File: src/rtl/sdram_cmd_pkg.sv
// SDRAM command encodings and the read-engine state type, shared by the bank engines.
// Latency: n/a (constants only).
// Backpressure: n/a.
// Command bits are {CS_N, RAS_N, CAS_N, WE_N}.
package sdram_cmd_pkg;

  localparam logic [3:0] CMD_NOP   = 4'b0111;
  localparam logic [3:0] CMD_ACT   = 4'b0011;
  localparam logic [3:0] CMD_READ  = 4'b0101;
  localparam logic [3:0] CMD_WRITE = 4'b0100;
  localparam logic [3:0] CMD_PRE   = 4'b0010;
  localparam logic [3:0] CMD_AREF  = 4'b0001;
  localparam logic [3:0] CMD_MRS   = 4'b0000;

  // A10 high on PRE selects all banks.
  localparam logic [12:0] ADDR_PRE_ALL = 13'h0400;

  typedef enum logic [1:0] {
    S_IDLE,
    S_ACT,
    S_READ,
    S_PRE
  } rd_state_t;

endpackage

File: src/rtl/sdram_rd_capture.sv
// Read-data capture: turns each READ issue into BURST_LEN valid-qualified DQ samples.
// Latency: first rd_data_vld CAP_DLY cycles after the READ command cycle.
// Backpressure: none; the consumer must accept every valid word.
//
// Ports:
//   clk, rst     system clock, synchronous active-high reset
//   rd_start     high during the cycle a READ command is on the bus
//   rd_dq        SDRAM DQ
//   rd_data      captured word, holds between bursts
//   rd_data_vld  high for BURST_LEN consecutive cycles per READ
// CAP_DLY must be at least 2.
module sdram_rd_capture #(
  parameter int CAP_DLY   = 4,
  parameter int BURST_LEN = 4
) (
  input  logic        clk,
  input  logic        rst,
  input  logic        rd_start,
  input  logic [15:0] rd_dq,
  output logic [15:0] rd_data,
  output logic        rd_data_vld
);

  // The output register is the last stage of the delay, so the token pipe
  // is one shorter than CAP_DLY.
  localparam int PIPE = CAP_DLY - 1;
  localparam int BW   = $clog2(BURST_LEN + 1);

  logic [PIPE-1:0] dly;
  logic [BW-1:0]   left;
  logic            tap;

  assign tap = dly[PIPE-1];

  always_ff @(posedge clk) begin
    if (rst) begin
      dly <= '0;
    end else begin
      dly[0] <= rd_start;
      for (int i = 1; i < PIPE; i++) begin
        dly[i] <= dly[i-1];
      end
    end
  end

  // A new token restarts the count, so back-to-back READs give an unbroken
  // valid stream with no gap between bursts.
  always_ff @(posedge clk) begin
    if (rst) begin
      left        <= '0;
      rd_data_vld <= 1'b0;
      rd_data     <= '0;
    end else if (tap) begin
      left        <= BW'(BURST_LEN - 1);
      rd_data_vld <= 1'b1;
      rd_data     <= rd_dq;
    end else if (left != '0) begin
      left        <= left - BW'(1);
      rd_data_vld <= 1'b1;
      rd_data     <= rd_dq;
    end else begin
      rd_data_vld <= 1'b0;
    end
  end

endmodule

File: src/rtl/sdram_read.sv
// Read bank engine: requests the bus, runs ACT/READ/PRE over RD_ROWS rows, streams read data.
// Latency: ACT one cycle after grant, first READ TRCD later, data CAP_DLY after each READ.
// Backpressure: yields the bus at burst boundaries on aref_req; data stream cannot be stalled.
//
// Ports:
//   clk, rst      system clock, synchronous active-high reset
//   rd_trig       one-cycle job start, dropped while a job is open
//   aref_req      refresh pending, honoured at the next burst boundary
//   rd_en         arbiter grant pulse, honoured only while rd_req is high
//   rd_req        bus request
//   flag_rd_end   one-cycle pulse once the bank is precharged and the bus released
//   rd_cmd        {CS_N,RAS_N,CAS_N,WE_N}
//   rd_addr       SDRAM address
//   rd_dq         SDRAM DQ
//   rd_data       captured word, qualified by rd_data_vld
module sdram_read
  import sdram_cmd_pkg::*;
#(
  parameter int BURST_LEN = 4,
  parameter int COL_NUM   = 512,
  parameter int RD_ROWS   = 2,
  parameter int TRCD      = 2,
  parameter int TRP       = 2,
  parameter int CAP_DLY   = 4
) (
  input  logic        clk,
  input  logic        rst,
  input  logic        rd_trig,
  input  logic        aref_req,
  input  logic        rd_en,
  output logic        rd_req,
  output logic        flag_rd_end,
  output logic [3:0]  rd_cmd,
  output logic [12:0] rd_addr,
  input  logic [15:0] rd_dq,
  output logic [15:0] rd_data,
  output logic        rd_data_vld
);

  localparam int CW = 8;

  rd_state_t     state;
  logic          job_open;
  logic [12:0]   row;
  logic [8:0]    col;
  logic [CW-1:0] cnt;

  logic [9:0]    col_sum;
  logic          col_wrap;
  logic [8:0]    col_nxt;

  // Column pointer after the current burst; one bit wider so the wrap
  // point is visible even when COL_NUM is a power of two.
  always_comb begin
    col_sum  = {1'b0, col} + 10'(BURST_LEN);
    col_wrap = (col_sum == 10'(COL_NUM));
    col_nxt  = col_wrap ? 9'd0 : col_sum[8:0];
  end

  // Outputs are registered, so each branch sets the command that will be
  // on the bus during the first cycle of the next state (or count).
  always_ff @(posedge clk) begin
    if (rst) begin
      state       <= S_IDLE;
      job_open    <= 1'b0;
      row         <= '0;
      col         <= '0;
      cnt         <= '0;
      rd_req      <= 1'b0;
      flag_rd_end <= 1'b0;
      rd_cmd      <= CMD_NOP;
      rd_addr     <= '0;
    end else begin
      case (state)
        S_IDLE: begin
          flag_rd_end <= 1'b0;
          rd_cmd      <= CMD_NOP;
          if (rd_trig && !job_open) begin
            job_open <= 1'b1;
            row      <= '0;
            col      <= '0;
          end
          if (rd_en && rd_req) begin
            state   <= S_ACT;
            rd_req  <= 1'b0;
            rd_cmd  <= CMD_ACT;
            rd_addr <= row;
            cnt     <= '0;
          end else begin
            rd_req <= job_open || rd_trig;
          end
        end

        // cnt counts cycles since the ACT cycle.
        S_ACT: begin
          if (cnt == CW'(TRCD - 1)) begin
            state   <= S_READ;
            rd_cmd  <= CMD_READ;
            rd_addr <= {4'b0, col};
            cnt     <= '0;
          end else begin
            rd_cmd <= CMD_NOP;
            cnt    <= cnt + CW'(1);
          end
        end

        // cnt is the burst position of the command currently on the bus.
        S_READ: begin
          if (cnt == CW'(BURST_LEN - 1)) begin
            col <= col_nxt;
            cnt <= '0;
            if (col_wrap) begin
              row <= row + 13'd1;
            end
            if (aref_req || col_wrap) begin
              state   <= S_PRE;
              rd_cmd  <= CMD_PRE;
              rd_addr <= ADDR_PRE_ALL;
            end else begin
              rd_cmd  <= CMD_READ;
              rd_addr <= {4'b0, col_nxt};
            end
          end else begin
            rd_cmd <= CMD_NOP;
            cnt    <= cnt + CW'(1);
          end
        end

        // cnt counts cycles since the PRE cycle; the job closes with the
        // end pulse once every row has been read.
        S_PRE: begin
          rd_cmd <= CMD_NOP;
          if (cnt == CW'(TRP - 1)) begin
            state       <= S_IDLE;
            flag_rd_end <= 1'b1;
            cnt         <= '0;
            if (row == 13'(RD_ROWS)) begin
              job_open <= 1'b0;
            end
          end else begin
            cnt <= cnt + CW'(1);
          end
        end

        default: begin
          state <= S_IDLE;
        end
      endcase
    end
  end

  sdram_rd_capture #(
    .CAP_DLY   (CAP_DLY),
    .BURST_LEN (BURST_LEN)
  ) u_capture (
    .clk         (clk),
    .rst         (rst),
    .rd_start    (rd_cmd == CMD_READ),
    .rd_dq       (rd_dq),
    .rd_data     (rd_data),
    .rd_data_vld (rd_data_vld)
  );

endmodule
File: config.mk
export PLATFORM = sky130hd
export DESIGN_NAME = sdram_read
export DESIGN_NICKNAME = d
export VERILOG_FILES = /design/src/rtl/sdram_cmd_pkg.sv /design/src/rtl/sdram_rd_capture.sv /design/src/rtl/sdram_read.sv
export SDC_FILE = /design/constraint.sdc
export NUM_CORES = 1
export LEC_CHECK = 0
export BUFFER_PORTS_ARGS = -buffer_cell sky130_fd_sc_hd__buf_2
export CAP_MARGIN = 20
export CORE_MARGIN = 3
export CORE_UTILIZATION = 50
export CTS_CLUSTER_DIAMETER = 50
export DETAILED_ROUTE_END_ITERATION = 12
export PLACE_DENSITY = 0.81
export SLEW_MARGIN = 20
export SYNTH_ARGS = -nofsm -noshare
export SYNTH_HDL_FRONTEND = slang
export SYNTH_SLANG_ARGS = --single-unit
File: constraint.sdc
create_clock -name clk -period 5.6 [get_ports clk]
set_clock_uncertainty 0.15 [all_clocks]
set_input_delay 1.4 -clock clk [delete_from_list [all_inputs] [get_ports clk]]
set_output_delay 1.4 -clock clk [all_outputs]
set_load 0.02 [all_outputs]
==> results_dict.tcl, run 1 <==
set metrics [dict create \
    status "finished, final reports clean" \
    setup_tns_ps 0 \
    final_max_slew_viol_count 0 \
    cts_made_buffers 9 \
    first_pass_iters 4 \
    post_cts_resized 0 \
    synth_top_cell_by_area "dfxtp_1" \
    pwr_density_cell_nw_per_um2 428 \
    required_ps 5730 \
    syn_avg_cell_area_um2 8.37 \
    routed_wl_um 7880 \
    relSlewSlack_pct 30.8 \
    cts_setup_buffers 0 \
    seq_area_frac_synth_pct 41.5 \
    rows 30 \
    ios 57 \
    antenna_found_initial 0 \
    gp_congestion 0.870 \
    tightest_slew_ps 1040 \
    endpoint_kind "flop" \
    final_layout_size_suffix_gt1_share_pct 17.9 \
    grtUsageTotal_pct 20.1 \
    core_area_um2 6870 \
    area_growth_pct 14.6 \
    yosysMostFrequentCell "dfxtp_1" \
    grt_max_degree 62 \
    cts_buffer_depth 2 \
    start_util_pct 51.9 \
    wl_per_cell_um 13.8 \
    setup_viol 0 \
    irDropWorstVdd_uv 238 \
    dieArea_um2 8180 \
    netlist.area_leader.share_pct 41.5 \
    fmax_ghz 0.326 \
    synth_edf_count 0 \
    hold_buffers 0 \
    fin_crit_sh_pct 54.8 \
    die_x_um 90.5 \
    via_per_inst 5.49 \
    drc 0 \
    insertion_delay_ps 340 \
    overflow 0 \
    synthTopCellsByArea "dfxtp_1, nand2_1, a21oi_1, ha_1, nor2_1" \
    dr.first_iter.drc_count 190 \
    postSynthCellCount 426 \
    ant_nets 0 \
    holdWs_ps 273 \
    yosys_warnings 0 \
    netlist_top_cells_count "dfxtp_1, nand2_1, a21oi_1" \
    cts_tree "yes" \
    root_buffer "clkbuf_8" \
    yosysUniqueCellTypes 57 \
    dp_hpwl_um 5600 \
    fin_crit_ps 3070 \
    arrival_ps 3200 \
    via_count 3143 \
    crit_path_max_fanout 14 \
    cp-start-kind "flop" \
    chipHeight_um 90.5 \
    synthFlopType "dfxtp_1" \
    cts.reportedPaths.clkPinSlew_ps 70 \
    cts.htree.levels 3 \
    rsz0062_at_grt "no" \
    ys_ff_latch 74 \
    async_flop_share_pct 0 \
    n_antenna_cell 0 \
    finalHoldViolations 0 \
    worstSetupPathType "reg2reg" \
    syn_nets 460 \
    final_util_pct 59.5 \
    cts_sinks 74 \
    grt_pass1_wl_um 13800 \
    port_buffers 55 \
    worstHoldPathType "reg2reg" \
    total_power_w 0.00175 \
    p_leak_nw 1.56 \
    max_cap_violations 0 \
    syn_area_um2 3570 \
    grt_pass1_vias 3023 \
    finalNetCount 505 \
]
[per-layer routing]
metal  vias to the layer above  GRT usage, %  wire length, um
li1                       1595             -                -
met2                        87          33.7             3780
met3                        14          4.92              434
met1                      1447          25.2             3530
met5                         -             0                0
met4                         0          6.63              133
[cells by family (layout without fill, tap and decap cells)]
kind of cell / after synthesis / count (layout) / synth area share (%)
xor+xnor: 19 / 19 / 4.67
compound gates: 97 / 97 / 18.3
flops: 74 / 74 / 41.5
simple gates: 190 / 190 / 26.7
mux: 2 / 2 / 0.596
other cells: 1 / 1 / 0.105
buf+inv: 30 / 80 / 3.51
fa+ha+maj: 13 / 13 / 4.56
[stage by stage]
step | cell area, um^2 | cells | setup slack (ps)
floorplan | 3570 | 426 | 2810
global placement | 3870 | 556 | 2350
detailed placement | 3870 | 556 | 2310
CTS | 4090 | 572 | 2570
global route | 4090 | 572 | 2230
finish | 4090 | 572 | 2530
[area by class of cell]
class	count	area, um^2
Tap cell	96	120
Clock buffer	9	124
Clock inverter	7	93.8
Fill cell	596	2780
Multi-Input combinational cell	322	1960
Inverter	9	33.8
Timing Repair Buffer	55	275
Sequential cell	74	1480
[sequential cells by signal (all words and copies together), names as in the netlist]
signal / flops
rd_req: 1
state: 2
u_capture.rd_data: 16
cnt: 8
u_capture.dly: 3
u_capture.left: 3
row: 13
rd_addr: 13
flag_rd_end: 1
job_open: 1
u_capture.rd_data_vld: 1
rd_cmd: 3
col: 9
[worst max-delay path, cell delays in order (launching register included)]
cell and delay (ps):
dfxtp_1 370, inv_1 130, ha_1 600, inv_1 330, a31oi_1 610, a21oi_1 290, or3_1 380, a21oi_1 140
[report_power, final]
part / total (W) / internal (W) / switching, W
logic: 0.000647 / 0.000212 / 0.000435
clock network: 0.000445 / 0.000250 / 0.000196
registers: 0.000659 / 0.000610 / 0.0000493
total: 0.00175 / 0.00107 / 0.000680
[placed cells by master, fill, tap and decap left out, types with 4 or more instances in the layout]
| master | count |
|---|---|
| ha_1 | 13 |
| nand4_1 | 8 |
| nor3_1 | 8 |
| buf_2 | 55 |
| nand2b_1 | 4 |
| nand3_1 | 16 |
| nand2_1 | 71 |
| or3_1 | 8 |
| o21ai_0 | 12 |
| clkbuf_8 | 9 |
| nor2b_1 | 5 |
| xor2_1 | 14 |
| inv_1 | 9 |
| a31oi_1 | 4 |
| dfxtp_1 | 74 |
| o211ai_1 | 8 |
| xnor2_1 | 5 |
| nand3b_1 | 6 |
| nor2_1 | 35 |
| nor4_1 | 4 |
| a21oi_1 | 48 |
[path summary, 6_finish.rpt]
kind	start	endpoint	slack, ps	depth (start not counted)
max	state[0]$_SDFFE_PP0P_	cnt[1]$_SDFFE_PP0N_	2530	7
min	rd_cmd[1]$_SDFF_PP1_	u_capture.dly[0]$_SDFF_PP0_	270	1
max reg2reg	state[0]$_SDFFE_PP0P_	cnt[1]$_SDFFE_PP0N_	2530	7
min reg2reg	rd_cmd[1]$_SDFF_PP1_	u_capture.dly[0]$_SDFF_PP0_	270	1
Note: power is estimated with default switching activity, not from simulation.
==> run 2, diff against run 1 <==
Clock period 5.6 ns to 3.2 ns, I/O delays scaled along.
==> results_dict.tcl, run 2 (synthesis results as in run 1) <==
set metrics [dict create \
    cts_buffer_depth 2 \
    relSlewSlack_pct 40.2 \
    fmax_ghz 0.371 \
    start_util_pct 51.9 \
    rows 30 \
    worstSetupPathType "reg2reg" \
    startpoint "state[1]$_SDFFE_PP0P_" \
    cts.reportedPaths.clkPinSlew_ps 80 \
    internal-power_w 0.00201 \
    pwr-share-seq_pct 35.7 \
    cts.htree.levels 3 \
    wl_per_cell_um 14.4 \
    critPathBufInv 1 \
    via_per_inst 5.51 \
    final_max_slew_viol_count 0 \
    r2r-start "state[1]$_SDFFE_PP0P_" \
    dieArea_um2 8180 \
    multi_input_area_um2 1960 \
    min_from "rd_cmd[1]$_SDFF_PP1_" \
    total_power_w 0.00321 \
    dp_slack_ps 525 \
    cts_setup_buffers 0 \
    cp-start-kind "flop" \
    grt_max_degree 49 \
    finalNetCount 508 \
    hold_buffers 0 \
    via_count 3168 \
    post_cts_resized 0 \
    max_cap_violations 0 \
    chipHeight_um 90.5 \
    tightest_slew_ps 885 \
    area_growth_pct 16.3 \
    final_util_pct 60.4 \
    rsz0062_at_grt "no" \
    irDropWorstVdd_uv 467 \
    final_cell_area_um2 4150 \
    final_layout_size_suffix_gt1_share_pct 18.6 \
    first_pass_iters 5 \
    n_fill_cell 627 \
    power_switching_share_pct 37.6 \
    dp_hpwl_um 5900 \
    slowest_stage "a2111oi_4" \
    fin_crit_ps 2700 \
    power_frac_clock_pct 27.6 \
    setup_tns_ps 0 \
    endpoint_kind "flop" \
    pwr_density_cell_nw_per_um2 775 \
    ios 57 \
    insertion_delay_ps 340 \
    largest-register "u_capture.rd_data" \
    top_regs "u_capture.rd_data x16, rd_addr x13, row x13" \
    layout_commonest_cell "dfxtp_1" \
    layout.cells.most_common_list "dfxtp_1, nand2_1, buf_2, a21oi_1, nor2_1" \
    fin_crit_sh_pct 84.3 \
    regArea_um2 1480 \
    cts_made_buffers 9 \
    drc 0 \
    required_ps 3320 \
    crit_path_max_fanout 13 \
    setup_viol 0 \
    n_antenna_cell 0 \
    p_comb_share_pct 36.6 \
    finalHoldViolations 0 \
    grt_pass1_vias 3008 \
    die_x_um 90.5 \
    grt_pass1_wl_um 13800 \
    port_buffers 55 \
    cts_sinks 74 \
    arrival_ps 2820 \
    cp_top_family "compound AO/OA/AOI/OAI gates" \
    grtUsageTotal_pct 20.3 \
    dr.first_iter.drc_count 155 \
    fin_ws_ps 504 \
    p_leak_nw 1.60 \
    antenna_found_initial 0 \
    largest_register_ffs 16 \
    gp_congestion 0.857 \
    crit_path_max_incr_delay_ps 820 \
    p_sw_w 0.00121 \
    status "finished, final reports clean" \
    path_cells "inv_1 > ha_1 > a21boi_1 > a2111oi_4 > o221ai_1 > a21oi_1" \
    routed_wl_um 8280 \
    overflow 0 \
    dpl-instance-area_um2 3890 \
    worstHoldPathType "reg2reg" \
    root_buffer "clkbuf_8" \
    core_area_um2 6870 \
    ant_nets 0 \
    cts_tree "yes" \
]
==> run 2: changes by cell type in the layout (fill, tap and decap cells not counted) <==
cell	previous run	this run
nor2_1	35	34
clkbuf_8	9	11
bufinv_16	2	3
clkinv_4	1	0
buf_4	0	3
clkinvlp_4	2	0
nor2_2	0	1
==> run 2: final cells by class <==
class | count | share of cell area [%]
timing repair buffer | 58 | 7.18
multi-input combinational | 322 | 47.3
tap | 96 | 2.90
sequential | 74 | 35.7
inverter | 9 | 0.815
clock buffer | 11 | 3.65
clock inverter | 5 | 2.41
==> run 2: final timing paths <==
check                                                   end  depth (start not counted)  slack (ps)
worst max register to register      rd_addr[6]$_SDFFE_PP0P_                          6         500
worst min-delay path            u_capture.dly[0]$_SDFF_PP0_                          1         260
worst max-delay path                rd_addr[6]$_SDFFE_PP0P_                          6         500
worst min register to register  u_capture.dly[0]$_SDFF_PP0_                          1         260
==> run 2: power groups by stage <==
stage	registers (W)	clock network [W]	logic, W
CTS	0.00115	0.000909	0.00118
finish	0.00115	0.000889	0.00118
detailed placement	0.00117	0	0.00117
floorplan	0.00130	0	0.000746
global placement	0.00117	0	0.00113
global route	0.00117	0.000957	0.00130
==> run 2: metrics by stage <==
| stage | hold WS, ps | cells |
|---|---|---|
| after global routing | 307 | 575 |
| after floorplan | 264 | 426 |
| after detailed placement | 253 | 559 |
| final | 259 | 575 |
| after CTS | 263 | 575 |
| after global placement | 250 | 559 |
==> run 2: metal layers <==
layer	up-vias	GRT usage [%]	share of wire (%)
li1	1600	-	-
met1	1453	25.5	45
met2	103	34.4	48
met3	12	5.67	5.4
met4	0	5.10	1.3
met5	-	0	0
==> run 3, diff against run 2 <==
Settings changed: ABC_AREA from default to 1, PLACE_DENSITY 0.81 to 0.83.
Clock period 3.2 ns to 2.2 ns, I/O delays scaled along.
==> results_dict.tcl, run 3 <==
set metrics [dict create \
    gp_congestion 0.968 \
    synthFlopType "dfxtp_1" \
    synthTopCellsByArea "dfxtp_1, nand2_1, a21oi_1, nor2_1, nand3_1" \
    crit_path_max_fanout 9 \
    netlist_top_cells_count "nand2_1, dfxtp_1, nor2_1" \
    finalHoldViolations 0 \
    chipHeight_um 92.0 \
    port_buffers 55 \
    grt_pass1_wl_um 15000 \
    fin_crit_sh_pct 93.5 \
    first_pass_iters 4 \
    synth_edf_count 0 \
    tightest_slew_ps 557 \
    postSynthCellCount 538 \
    status "finished, final reports clean" \
    cp_top_family "compound AO/OA/AOI/OAI gates" \
    dr.first_iter.drc_count 250 \
    overflow 0 \
    p_leak_nw 1.86 \
    pwr_density_cell_nw_per_um2 1470 \
    ant_nets 0 \
    yosys_warnings 0 \
    arrival_ps 2180 \
    dieArea_um2 8460 \
    irDropWorstVdd_uv 900 \
    n_antenna_cell 0 \
    cts.htree.levels 3 \
    relSlewSlack_pct 62.8 \
    syn_area_um2 3700 \
    rsz0062_at_grt "yes" \
    endpoint_kind "flop" \
    cts.reportedPaths.clkPinSlew_ps 80 \
    final_max_slew_viol_count 0 \
    rows 30 \
    setup_viol 0 \
    crit_top_cell "inv_2" \
    start_util_pct 52.9 \
    via_count 3567 \
    cts_tree "yes" \
    dp_hpwl_um 6450 \
    layout_commonest_cell "nand2_1" \
    cp-start-kind "flop" \
    post_cts_resized 0 \
    via_per_inst 5.13 \
    cts_setup_buffers 0 \
    syn_avg_cell_area_um2 6.87 \
    seq_area_frac_synth_pct 40.1 \
    top_regs "u_capture.rd_data x16, rd_addr x13, row x13" \
    hold_buffers 0 \
    final_util_pct 61.8 \
    cts_made_buffers 9 \
    yosysMostFrequentCell "nand2_1" \
    fin_crit_ps 2060 \
    ys_ff_latch 74 \
    routed_wl_um 8820 \
    die_x_um 92.0 \
    area_growth_pct 16.7 \
    core_area_um2 6980 \
    crit_path_max_incr_delay_ps 380 \
    root_buffer "clkbuf_8" \
    final_layout_size_suffix_gt1_share_pct 16.9 \
    synth_top_cell_by_area "dfxtp_1" \
    yosysUniqueCellTypes 35 \
    netlist.area_leader.share_pct 40.1 \
    required_ps 2330 \
    grt_max_degree 20 \
    worstHoldPathType "reg2reg" \
    cts_buffer_depth 2 \
    layout.cells.most_common_list "nand2_1, dfxtp_1, nor2_1, a21oi_1, buf_2" \
    fmax_ghz 0.486 \
    worstSetupPathType "reg2reg" \
    finalNetCount 628 \
    slowest_stage "dfxtp_1" \
    largest_register_ffs 16 \
    max_cap_violations 0 \
    ios 57 \
    grtUsageTotal_pct 21.7 \
    insertion_delay_ps 360 \
    async_flop_share_pct 0 \
    critPathBufInv 3 \
    path_cells "inv_1 > ha_2 > inv_2 > a21oi_4 > inv_2 > a21oi_1 > o21ai_2 > nor3b_1" \
    antenna_found_initial 0 \
    setup_tns_ps 0 \
    drc 0 \
    cts_sinks 74 \
    wl_per_cell_um 12.7 \
    syn_nets 572 \
    grt_pass1_vias 3392 \
    largest-register "u_capture.rd_data" \
]
[run 3: cell families after synthesis]
logic type / Yosys count / synth area share, %
flops: 74 / 40.1
compound gates: 91 / 13.0
xor+xnor: 13 / 3.08
simple gates: 270 / 30.9
buf+inv: 76 / 8.43
fa+ha+maj: 13 / 4.40
other cells: 1 / 0.101
[run 3: worst reg2reg max path, cell delays in order, from the launching register on]
cell,delay (ps)
dfxtp_1,380
inv_1,140
ha_2,260
inv_2,80
a21oi_4,220
inv_2,140
a21oi_1,250
o21ai_2,170
nor3b_1,200
[run 3: area by class of cell]
| type | instances | area [um^2] |
|---|---|---|
| inverter | 57 | 219 |
| multi-input combinational | 388 | 1910 |
| tap | 96 | 120 |
| timing repair buffer | 64 | 343 |
| clock inverter | 4 | 72.6 |
| fill | 650 | 2670 |
| sequential | 74 | 1480 |
| clock buffer | 12 | 165 |
[run 3: final timing paths]
check	from	endpoint	depth (start not counted)	slack [ps]
worst max-delay path	state[1]$_SDFFE_PP0P_	cnt[6]$_SDFFE_PP0N_	8	140
worst min-delay path	u_capture.dly[1]$_SDFF_PP0_	u_capture.dly[2]$_SDFF_PP0_	2	250
worst max register to register	state[1]$_SDFFE_PP0P_	cnt[6]$_SDFFE_PP0N_	8	140
worst min register to register	u_capture.dly[1]$_SDFF_PP0_	u_capture.dly[2]$_SDFF_PP0_	2	250
[run 3: metrics by stage]
step           setup slack, ps  cells  cell area, um^2  hold slack, ps  power, W
5_1_grt                  -9.58    695             4310             268   0.00691
3_5_place_dp              81.6    679             4070             246   0.00507
6_report                   143    695             4310             253   0.00636
3_3_place_gp               168    679             4070             248   0.00498
4_1_cts                   44.0    695             4300             257   0.00634
2_1_floorplan              397    538             3700             238   0.00429
[run 3: per-layer routing]
metal	vias up	track usage, %	share of wire (%)
li1	1839	-	-
met1	1603	27.5	44
met2	103	35.4	48
met3	22	6.23	5.8
met4	0	7.55	2.3
met5	-	0	0
[run 3: power by group]
group	internal, W	total [W]	switching, W
clock network	0.000730	0.00124	0.000506
logic	0.000986	0.00313	0.00215
registers	0.00173	0.00199	0.000260
